<file path="config.mk">
export PLATFORM = sky130hd
export DESIGN_NAME = alu_pipe
export DESIGN_NICKNAME = d
export VERILOG_FILES = /design/src/rtl/alu_pkg.sv /design/src/rtl/alu_core.sv /design/src/rtl/alu_pipe.sv
export SDC_FILE = /design/constraint.sdc
export NUM_CORES = 1
export LEC_CHECK = 0
export ABC_AREA = 1
export BUFFER_PORTS_ARGS = -buffer_cell sky130_fd_sc_hd__buf_2
export CAP_MARGIN = 10
export CORE_MARGIN = 2
export CORE_UTILIZATION = 63
export CTS_CLUSTER_DIAMETER = 200
export CTS_CLUSTER_SIZE = 20
export DETAILED_ROUTE_END_ITERATION = 10
export HOLD_SLACK_MARGIN = 0.02
export MAX_ROUTING_LAYER = met4
export PLACE_DENSITY = 0.84
export SLEW_MARGIN = 20
export SYNTH_ARGS = -nofsm -noshare
export SYNTH_HDL_FRONTEND = slang
export SYNTH_SLANG_ARGS = --single-unit
</file>
<file path="constraint.sdc">
create_clock -name clk -period 5.06 [get_ports clk]
set_input_delay 1.012 -clock clk [delete_from_list [all_inputs] [get_ports clk]]
set_output_delay 1.012 -clock clk [all_outputs]
set_load 0.005 [all_outputs]
</file>
<file path="src/rtl/alu_pkg.sv">
`default_nettype none
// ============================================================================
// Module   : alu_pkg
// Brief    : Opcode encodings and flag bundle shared by the pipelined ALU.
// Revision : 1.0  initial release
// ============================================================================
package alu_pkg;

    localparam logic [2:0] OP_ADD = 3'b000;
    localparam logic [2:0] OP_SUB = 3'b001;
    localparam logic [2:0] OP_AND = 3'b010;
    localparam logic [2:0] OP_OR  = 3'b011;
    localparam logic [2:0] OP_XOR = 3'b100;
    localparam logic [2:0] OP_SHL = 3'b101;
    localparam logic [2:0] OP_SHR = 3'b110;
    localparam logic [2:0] OP_NOT = 3'b111;

    typedef struct packed {
        logic carry;
        logic zero;
        logic negative;
        logic overflow;
    } alu_flags_t;

endpackage
`default_nettype wire

</file>
<file path="src/rtl/alu_core.sv">
`default_nettype none
// ============================================================================
// Module   : alu_core
// Brief    : Combinational WIDTH-bit ALU producing result, carry and overflow.
// Revision : 1.0  initial release
// ============================================================================
module alu_core
    import alu_pkg::*;
#(
    parameter int WIDTH = 8
) (
    input  logic [WIDTH-1:0] a,
    input  logic [WIDTH-1:0] b,
    input  logic [2:0]       sel,
    output logic [WIDTH-1:0] result,
    output logic             carry,
    output logic             overflow
);

    logic [WIDTH:0] w_add;
    logic [WIDTH:0] w_sub;

    // Subtract as a + ~b + 1 so the top bit reads as "no borrow".
    assign w_add = {1'b0, a} + {1'b0, b};
    assign w_sub = {1'b0, a} + {1'b0, ~b} + {{WIDTH{1'b0}}, 1'b1};

    always_comb begin
        result   = '0;
        carry    = 1'b0;
        overflow = 1'b0;
        case (sel)
            OP_ADD: begin
                result   = w_add[WIDTH-1:0];
                carry    = w_add[WIDTH];
                overflow = (a[WIDTH-1] == b[WIDTH-1]) && (w_add[WIDTH-1] != a[WIDTH-1]);
            end
            OP_SUB: begin
                result   = w_sub[WIDTH-1:0];
                carry    = w_sub[WIDTH];
                overflow = (a[WIDTH-1] != b[WIDTH-1]) && (w_sub[WIDTH-1] != a[WIDTH-1]);
            end
            OP_AND: result = a & b;
            OP_OR:  result = a | b;
            OP_XOR: result = a ^ b;
            OP_SHL: begin
                result = {a[WIDTH-2:0], 1'b0};
                carry  = a[WIDTH-1];
            end
            OP_SHR: begin
                result = {1'b0, a[WIDTH-1:1]};
                carry  = a[0];
            end
            OP_NOT: result = ~a;
            default: result = '0;
        endcase
    end

endmodule
`default_nettype wire

</file>
<file path="src/rtl/alu_pipe.sv">
`default_nettype none
// ============================================================================
// Module   : alu_pipe
// Brief    : Two-stage valid/ready ALU pipeline with accumulator operand.
// Revision : 1.0  initial release
// ============================================================================
module alu_pipe
    import alu_pkg::*;
#(
    parameter int               WIDTH     = 8,
    parameter logic [WIDTH-1:0] ACC_RESET = '0
) (
    input  logic             clk,
    input  logic             reset,
    input  logic             in_valid,
    output logic             in_ready,
    input  logic [WIDTH-1:0] A,
    input  logic [WIDTH-1:0] B,
    input  logic [2:0]       ALU_Sel,
    input  logic             Use_Acc,
    output logic             out_valid,
    input  logic             out_ready,
    output logic [WIDTH-1:0] Result,
    output logic             CarryOut,
    output logic             Zero,
    output logic             Negative,
    output logic             Overflow
);

    logic             r_s1_valid;
    logic [WIDTH-1:0] r_s1_a;
    logic [WIDTH-1:0] r_s1_b;
    logic [2:0]       r_s1_sel;
    logic             r_s1_use_acc;

    logic             r_out_valid;
    logic [WIDTH-1:0] r_result;
    alu_flags_t       r_flags;
    logic [WIDTH-1:0] r_acc;

    logic             w_s2_adv;
    logic             w_s1_adv;
    logic [WIDTH-1:0] w_a_eff;
    logic [WIDTH-1:0] w_res;
    logic             w_carry;
    logic             w_ovf;

    assign w_s2_adv = !r_out_valid || out_ready;
    assign w_s1_adv = !r_s1_valid || w_s2_adv;
    assign in_ready = w_s1_adv;

    // The accumulator is sampled at the same edge S2 loads, so chained beats see the fresh value.
    assign w_a_eff  = r_s1_use_acc ? r_acc : r_s1_a;

    alu_core #(
        .WIDTH (WIDTH)
    ) u_core (
        .a        (w_a_eff),
        .b        (r_s1_b),
        .sel      (r_s1_sel),
        .result   (w_res),
        .carry    (w_carry),
        .overflow (w_ovf)
    );

    always_ff @(posedge clk) begin
        if (reset) begin
            r_s1_valid   <= 1'b0;
            r_s1_a       <= '0;
            r_s1_b       <= '0;
            r_s1_sel     <= OP_ADD;
            r_s1_use_acc <= 1'b0;
        end else if (w_s1_adv) begin
            r_s1_valid <= in_valid;
            if (in_valid) begin
                r_s1_a       <= A;
                r_s1_b       <= B;
                r_s1_sel     <= ALU_Sel;
                r_s1_use_acc <= Use_Acc;
            end
        end
    end

    // Result and flags only move on a valid beat; a bubble just drops out_valid.
    always_ff @(posedge clk) begin
        if (reset) begin
            r_out_valid <= 1'b0;
            r_result    <= '0;
            r_flags     <= '0;
            r_acc       <= ACC_RESET;
        end else if (w_s2_adv) begin
            r_out_valid <= r_s1_valid;
            if (r_s1_valid) begin
                r_result         <= w_res;
                r_flags.carry    <= w_carry;
                r_flags.zero     <= (w_res == '0);
                r_flags.negative <= w_res[WIDTH-1];
                r_flags.overflow <= w_ovf;
                r_acc            <= w_res;
            end
        end
    end

    assign out_valid = r_out_valid;
    assign Result    = r_result;
    assign CarryOut  = r_flags.carry;
    assign Zero      = r_flags.zero;
    assign Negative  = r_flags.negative;
    assign Overflow  = r_flags.overflow;

endmodule
`default_nettype wire

</file>
==> impl_metrics.env, run 1 <==
export IMPL_final_core_util_pct=72.13
export IMPL_nets=543
export IMPL_worstSetupPathType="reg -> reg"
export IMPL_tns_ns=0
export IMPL_finClkSkew_ns=0.001801
export IMPL_drive_above_1_share_pct=15.40
export IMPL_gp_congestion=1.028
export IMPL_p_per_area_mw_per_mm2=257.2
export IMPL_syn2layout_area_growth_pct=10.04
export IMPL_avgViaCountPerCell=5.584
export IMPL_io_pin_count=38
export IMPL_dp_hpwl_mm=6.086
export IMPL_fillers=397
export IMPL_avgSynthCellArea_um2=6.300
export IMPL_grt_total_usage_pct=33.92
export IMPL_ys_ff_latch=33
export IMPL_drt_wl_total_mm=7.933
export IMPL_cts_hold_fix_buffers=0
export IMPL_drc=0
export IMPL_multi_input_area_mm2=0.001881
export IMPL_cts_sinks=33
export IMPL_power_leakage_nw=1.643
export IMPL_synth_cell_area_mm2=0.002854
export IMPL_vias=3010
export IMPL_instances_no_fill=539
export IMPL_cp_required_ns=5.28
export IMPL_synth_cell_types=33
export IMPL_grt_ovfl_total=0
export IMPL_htreeDepth=2
export IMPL_min_path_type="reg -> reg"
export IMPL_ys_seq_area_share_pct=23.15
export IMPL_period_needed_ns=2.877
export IMPL_worstSkewPairLatency_ns=0.29
export IMPL_worst_pin_slew_ns=0.6599
export IMPL_syn_num_nets=510
export IMPL_clk_path_buf_depth=2
export IMPL_fp_dieArea_mm2=0.005084
export IMPL_root_buffer="clkbuf_8"
export IMPL_diodes=0
export IMPL_wl_per_cell_um=14.72
export IMPL_final_antenna_net_count=0
export IMPL_path_max_fanout=13
export IMPL_vdd_drop_max_v=0.0002328
export IMPL_rsz0062_at_grt="no"
export IMPL_start_util_pct=65.55
export IMPL_port_buffers=37
export IMPL_hold_depth=2
export IMPL_area_sequential_um2=660.6
export IMPL_worst_setup_path_end_kind="flop"
export IMPL_status="finished clean"
export IMPL_fin_crit_sh_pct=56.87
export IMPL_cp_start_kind="flop"
export IMPL_first_global_vias=2760
export IMPL_grt_max_degree=38
export IMPL_cts_setup_buffers=0
export IMPL_synth_warnings=0
export IMPL_cts_tree="yes"
export IMPL_synthCells=453
export IMPL_arrival_ns=3.09
export IMPL_core_mm2=0.004354
export IMPL_cap_violations=0
export IMPL_drt_iter0_drc=306
export IMPL_setup_viol=0
export IMPL_slew_viol_final=0
export IMPL_dp_cells=531
export IMPL_grt_pass1_wl_mm=13.08
export IMPL_antenna_found_initial=0
export IMPL_max_freq_mhz=347.5
export IMPL_die_h_um=71.31
export IMPL_cts_made_buffers=5
export IMPL_die_width_um=71.31
export IMPL_clk_pin_slew_ns=0.07
export IMPL_r2r_cells=20
export IMPL_row_count=24
export IMPL_slew_headroom_pct=55.96
export IMPL_hold_viol_final=0
export IMPL_total_power_mw=0.8078
export IMPL_firstDrtPassIters=6
export IMPL_cts_resized=0
==> path summary, 6_finish.rpt <==
| path | start | slack (ns) | to |
|---|---|---|---|
| max | r_s1_use_acc$_SDFFE_PP0P_ | 2.18 | Zero$_SDFFE_PP0P_ |
| min | CarryOut$_SDFFE_PP0P_ | 0.46 | CarryOut$_SDFFE_PP0P_ |
| max reg2reg | r_s1_use_acc$_SDFFE_PP0P_ | 2.18 | Zero$_SDFFE_PP0P_ |
| min reg2reg | CarryOut$_SDFFE_PP0P_ | 0.46 | CarryOut$_SDFFE_PP0P_ |
==> power breakdown <==
| part | switching, mW | total [mW] | internal [mW] |
|---|---|---|---|
| clock network | 0.0961 | 0.219 | 0.123 |
| registers | 0.0195 | 0.298 | 0.279 |
| logic | 0.193 | 0.291 | 0.0973 |
| total | 0.309 | 0.808 | 0.499 |
==> per-layer routing <==
metal | vias to the layer above | routed length, um | part of all wire [%] | GRT usage, %
met1 | 1354 | 3591 | 45 | 45.92
met5 | - | 0 | 0 | -
met2 | 127 | 3614 | 46 | 51.03
met3 | 18 | 491 | 6.2 | 4.501
li1 | 1511 | - | - | -
met4 | 0 | 235 | 3.0 | 14.26
==> flip-flops by register name, summed over array words and instances (netlist names) <==
register      cells
CarryOut          1
Negative          1
Overflow          1
Zero              1
out_valid         1
r_acc             7
r_s1_a            8
r_s1_b            8
r_s1_sel          3
r_s1_use_acc      1
r_s1_valid        1
==> layout by cell type (no fill, tap or decap), types with 2 or more instances in the layout <==
master    Yosys  routed
nand2_1     119     118
inv_1        56      56
nor2_1       52      52
buf_2         0      37
o21ai_0      36      36
dfxtp_1      33      33
a21oi_1      32      32
ha_1         31      31
nand3_1      28      28
inv_2        10      10
nand4_1       7       7
clkbuf_8      0       7
nand2_2       4       5
nand3_2       5       5
o22ai_1       4       4
o211ai_1      3       3
nor3_1        3       3
nand2_4       2       2
nor2_4        2       2
or2_2         2       2
a21oi_2       2       2
fa_1          2       2
==> through the flow <==
stage          cell area (um^2)  hold slack [ns]  setup slack, ns
2_1_floorplan              2854           0.4292            2.887
5_1_grt                    3141           0.5021            1.925
6_report                   3141           0.4633            2.183
3_5_place_dp               3037           0.4536            2.286
3_3_place_gp               3037           0.4533            2.461
4_1_cts                    3138           0.4638            2.248
==> kinds of logic after synthesis <==
logic type               share of synthesized area, %
adder cells (fa/ha/maj)                         14.99
buffers and inverters                           11.05
AND/OR/NAND/NOR                                 34.81
AO/OA/AOI/OAI                                   15.69
XOR/XNOR                                       0.3069
flip-flops                                      23.15
==> area by class of cell <==
class	count	area share, %
multi-input cells	343	59.88
flip-flops and latches	33	21.04
inverters	66	7.888
repair buffers	37	5.896
clock buffers	7	3.068
well taps	52	2.072
clock inverters	1	0.1594
==> synthesized netlist by cell type, drive strengths merged <==
cell type | instances | area (um^2)
nand3 | 33 | 190.2
clkbuf | 5 | 18.77
or2 | 2 | 12.51
and2 | 1 | 6.260
dfxtp | 33 | 660.6
nor3 | 3 | 15.01
a22oi | 1 | 7.510
fa | 2 | 40.04
o211ai | 3 | 22.52
nor2 | 55 | 224.0
buf | 6 | 48.79
o21ai | 37 | 188.9
o311ai | 1 | 8.760
inv | 66 | 247.7
xor2 | 1 | 8.760
ha | 31 | 387.9
o22ai | 4 | 25.02
o21bai | 1 | 7.510
nand4 | 7 | 43.79
nand3b | 1 | 7.510
a21oi | 34 | 177.7
nand2 | 125 | 494.2
o211a | 1 | 10.01
==> critical path, stage by stage (launching register included) <==
cell and delay (ns):
dfxtp_1 0.63, inv_2 0.17, nand2_1 0.11, nand2_2 0.09, inv_2 0.10, ha_1 0.18
inv_1 0.09, fa_1 0.38, inv_1 0.07, nand2_1 0.05, nand2_1 0.08, o21ai_0 0.08
nor2_1 0.09, nand2_1 0.06, nand2_1 0.11, nand2_1 0.10, nor2_1 0.09, nand3_1 0.07
nor2_1 0.09, nor2_1 0.05, nor2_1 0.11
No activity file was read; power rests on OpenSTA's default activity.
==> run 2, diff against run 1 <==
- CORE_UTILIZATION: 63 -> 53
- PLACE_DENSITY: 0.84 -> 0.75
- clock period: 5.06 -> 2.4 ns (I/O delays scaled with it)
==> impl_metrics.env, run 2 (synthesis results as in run 1) <==
export IMPL_status="finished clean"
export IMPL_cap_violations=0
export IMPL_slew_viol_final=0
export IMPL_p_int_mw=1.230
export IMPL_period_needed_ns=2.229
export IMPL_drt_wl_total_mm=8.363
export IMPL_clk_path_buf_depth=2
export IMPL_die_width_um=77.38
export IMPL_core_mm2=0.005140
export IMPL_port_buffers=37
export IMPL_finClkSkew_ns=0.009174
export IMPL_worstSkewPairLatency_ns=0.29
export IMPL_worst_setup_path_end_kind="flop"
export IMPL_tns_ns=0
export IMPL_cts_sinks=33
export IMPL_min_path_type="in -> reg"
export IMPL_vdd_drop_max_v=0.0004452
export IMPL_path_max_fanout=4
export IMPL_final_antenna_net_count=0
export IMPL_dpl_cell_area_mm2=0.003164
export IMPL_p_per_area_mw_per_mm2=551.0
export IMPL_switching_power_mw=0.7242
export IMPL_avgViaCountPerCell=5.298
export IMPL_setup_viol=0
export IMPL_start_util_pct=55.53
export IMPL_layout_commonest_cell="nand2_1"
export IMPL_layout_common_cells="nand2_1 (109), inv_1 (50), nor2_1 (48), buf_2 (37), o21ai_0 (34)"
export IMPL_cts_tree="yes"
export IMPL_cp_start_kind="flop"
export IMPL_top_regs="r_s1_a: 8 flops, r_s1_b: 8 flops, r_acc: 7 flops"
export IMPL_die_h_um=77.38
export IMPL_clk_pin_slew_ns=0.07
export IMPL_worst_pin_slew_ns=0.5097
export IMPL_grt_ovfl_total=0
export IMPL_seqPwrFrac_pct=31.8
export IMPL_worstSetupPathType="reg -> reg"
export IMPL_cts_made_buffers=5
export IMPL_power_leakage_nw=1.756
export IMPL_swShare_pct=37.07
export IMPL_row_count=26
export IMPL_grt_total_usage_pct=28.76
export IMPL_drc=0
export IMPL_fin_area_mm2=0.003546
export IMPL_p_clk_share_pct=28.9
export IMPL_hold_viol_final=0
export IMPL_cp_required_ns=2.63
export IMPL_max_freq_mhz=448.6
export IMPL_arrival_ns=2.46
export IMPL_fin_crit_sh_pct=92.88
export IMPL_slew_headroom_pct=65.97
export IMPL_fp_dieArea_mm2=0.005988
export IMPL_first_global_vias=2718
export IMPL_vias=3057
export IMPL_htreeDepth=2
export IMPL_drt_iter0_drc=293
export IMPL_syn2layout_area_growth_pct=24.24
export IMPL_grt_pass1_wl_mm=13.32
export IMPL_grt_max_degree=28
export IMPL_dp_hpwl_mm=6.251
export IMPL_rsz0062_at_grt="yes"
export IMPL_io_pin_count=38
export IMPL_combPwrFrac_pct=39.2
export IMPL_diodes=0
export IMPL_root_buffer="clkbuf_8"
export IMPL_wl_per_cell_um=14.49
export IMPL_firstDrtPassIters=5
export IMPL_gp_congestion=0.9880
export IMPL_drive_above_1_share_pct=26.43
export IMPL_nets=563
export IMPL_antenna_found_initial=0
-- run 2: changes by cell type in the layout (fill, tap and decap cells not counted), moves of 6 or more --
cell     change
nand2_1      -9
ha_4        +10
nand2_2      +7
inv_1        -6
ha_1        -12
buf_4       +20
-- run 2: layout make-up --
class                   count  area [um^2]
clock buffers               6        82.58
clock inverters             2        37.54
fillers                   467         1594
inverters                  66        250.2
multi-input cells         343         2091
flip-flops and latches     33        661.9
well taps                  70        87.58
repair buffers             57        335.3
-- run 2: worst paths after layout --
kind / from / slack (ns) / depth (start not counted) / endpoint
worst max-delay path: r_s1_use_acc$_SDFFE_PP0P_ / 0.17 / 18 / Zero$_SDFFE_PP0P_
worst max register to register: r_s1_use_acc$_SDFFE_PP0P_ / 0.17 / 18 / Zero$_SDFFE_PP0P_
worst min-delay path: A[5] / 0.43 / 3 / r_s1_a[5]$_SDFFE_PP0P_
worst min register to register: CarryOut$_SDFFE_PP0P_ / 0.47 / 2 / CarryOut$_SDFFE_PP0P_
-- run 2: power by group through the flow --
stage               Combinational (mW)  Clock [mW]  Sequential, mW
floorplan                        0.452           0           0.620
global placement                 0.628           0           0.630
detailed placement               0.630           0           0.632
CTS                              0.635       0.561           0.619
global route                     0.856       0.585           0.628
finish                           0.766       0.566           0.622
-- run 2: critical path: stages, from the launching register on --
cell	delay, ns
dfxtp_2	0.34
inv_2	0.06
nand2_2	0.04
nand2_2	0.09
inv_2	0.06
ha_4	0.15
inv_2	0.06
fa_2	0.42
nand2_1	0.08
nand2_1	0.05
nor2_1	0.09
nand2_1	0.07
nand2_2	0.10
nand2_1	0.06
nor2_1	0.09
nand3_1	0.10
nor2_1	0.13
nor2_1	0.05
nor2_1	0.10
-- run 2: what timing repair did --
action	in CTS	in global routing
endpoints found under the setup margin	1	7
endpoints found under the hold margin	0	0
hold buffers	0	0
buffers inserted	0	6
gates resized for setup	1	52
pin swaps	0	22
-- run 2: per-stage QoR --
stage	setup WS [ns]	util [%]	std cells	total power, mW	hold WS (ns)
floorplan	0.2684	-	453	1.073	0.4292
global placement	0.01364	61.56	563	1.258	0.4518
detailed placement	0.04356	61.56	563	1.261	0.4566
CTS	0.008651	63.90	571	1.816	0.4344
global route	-0.01805	68.99	577	2.069	0.4482
finish	0.1709	68.99	577	1.954	0.4348
-- run 2: routing by layer --
| layer | track usage [%] | share of wire [%] | vias to the layer above |
|---|---|---|---|
| met5 | - | 0 | - |
| met2 | 43.65 | 46 | 130 |
| met3 | 3.721 | 6.4 | 7 |
| met4 | 8.571 | 1.2 | 0 |
| met1 | 40.20 | 46 | 1359 |
| li1 | - | - | 1561 |
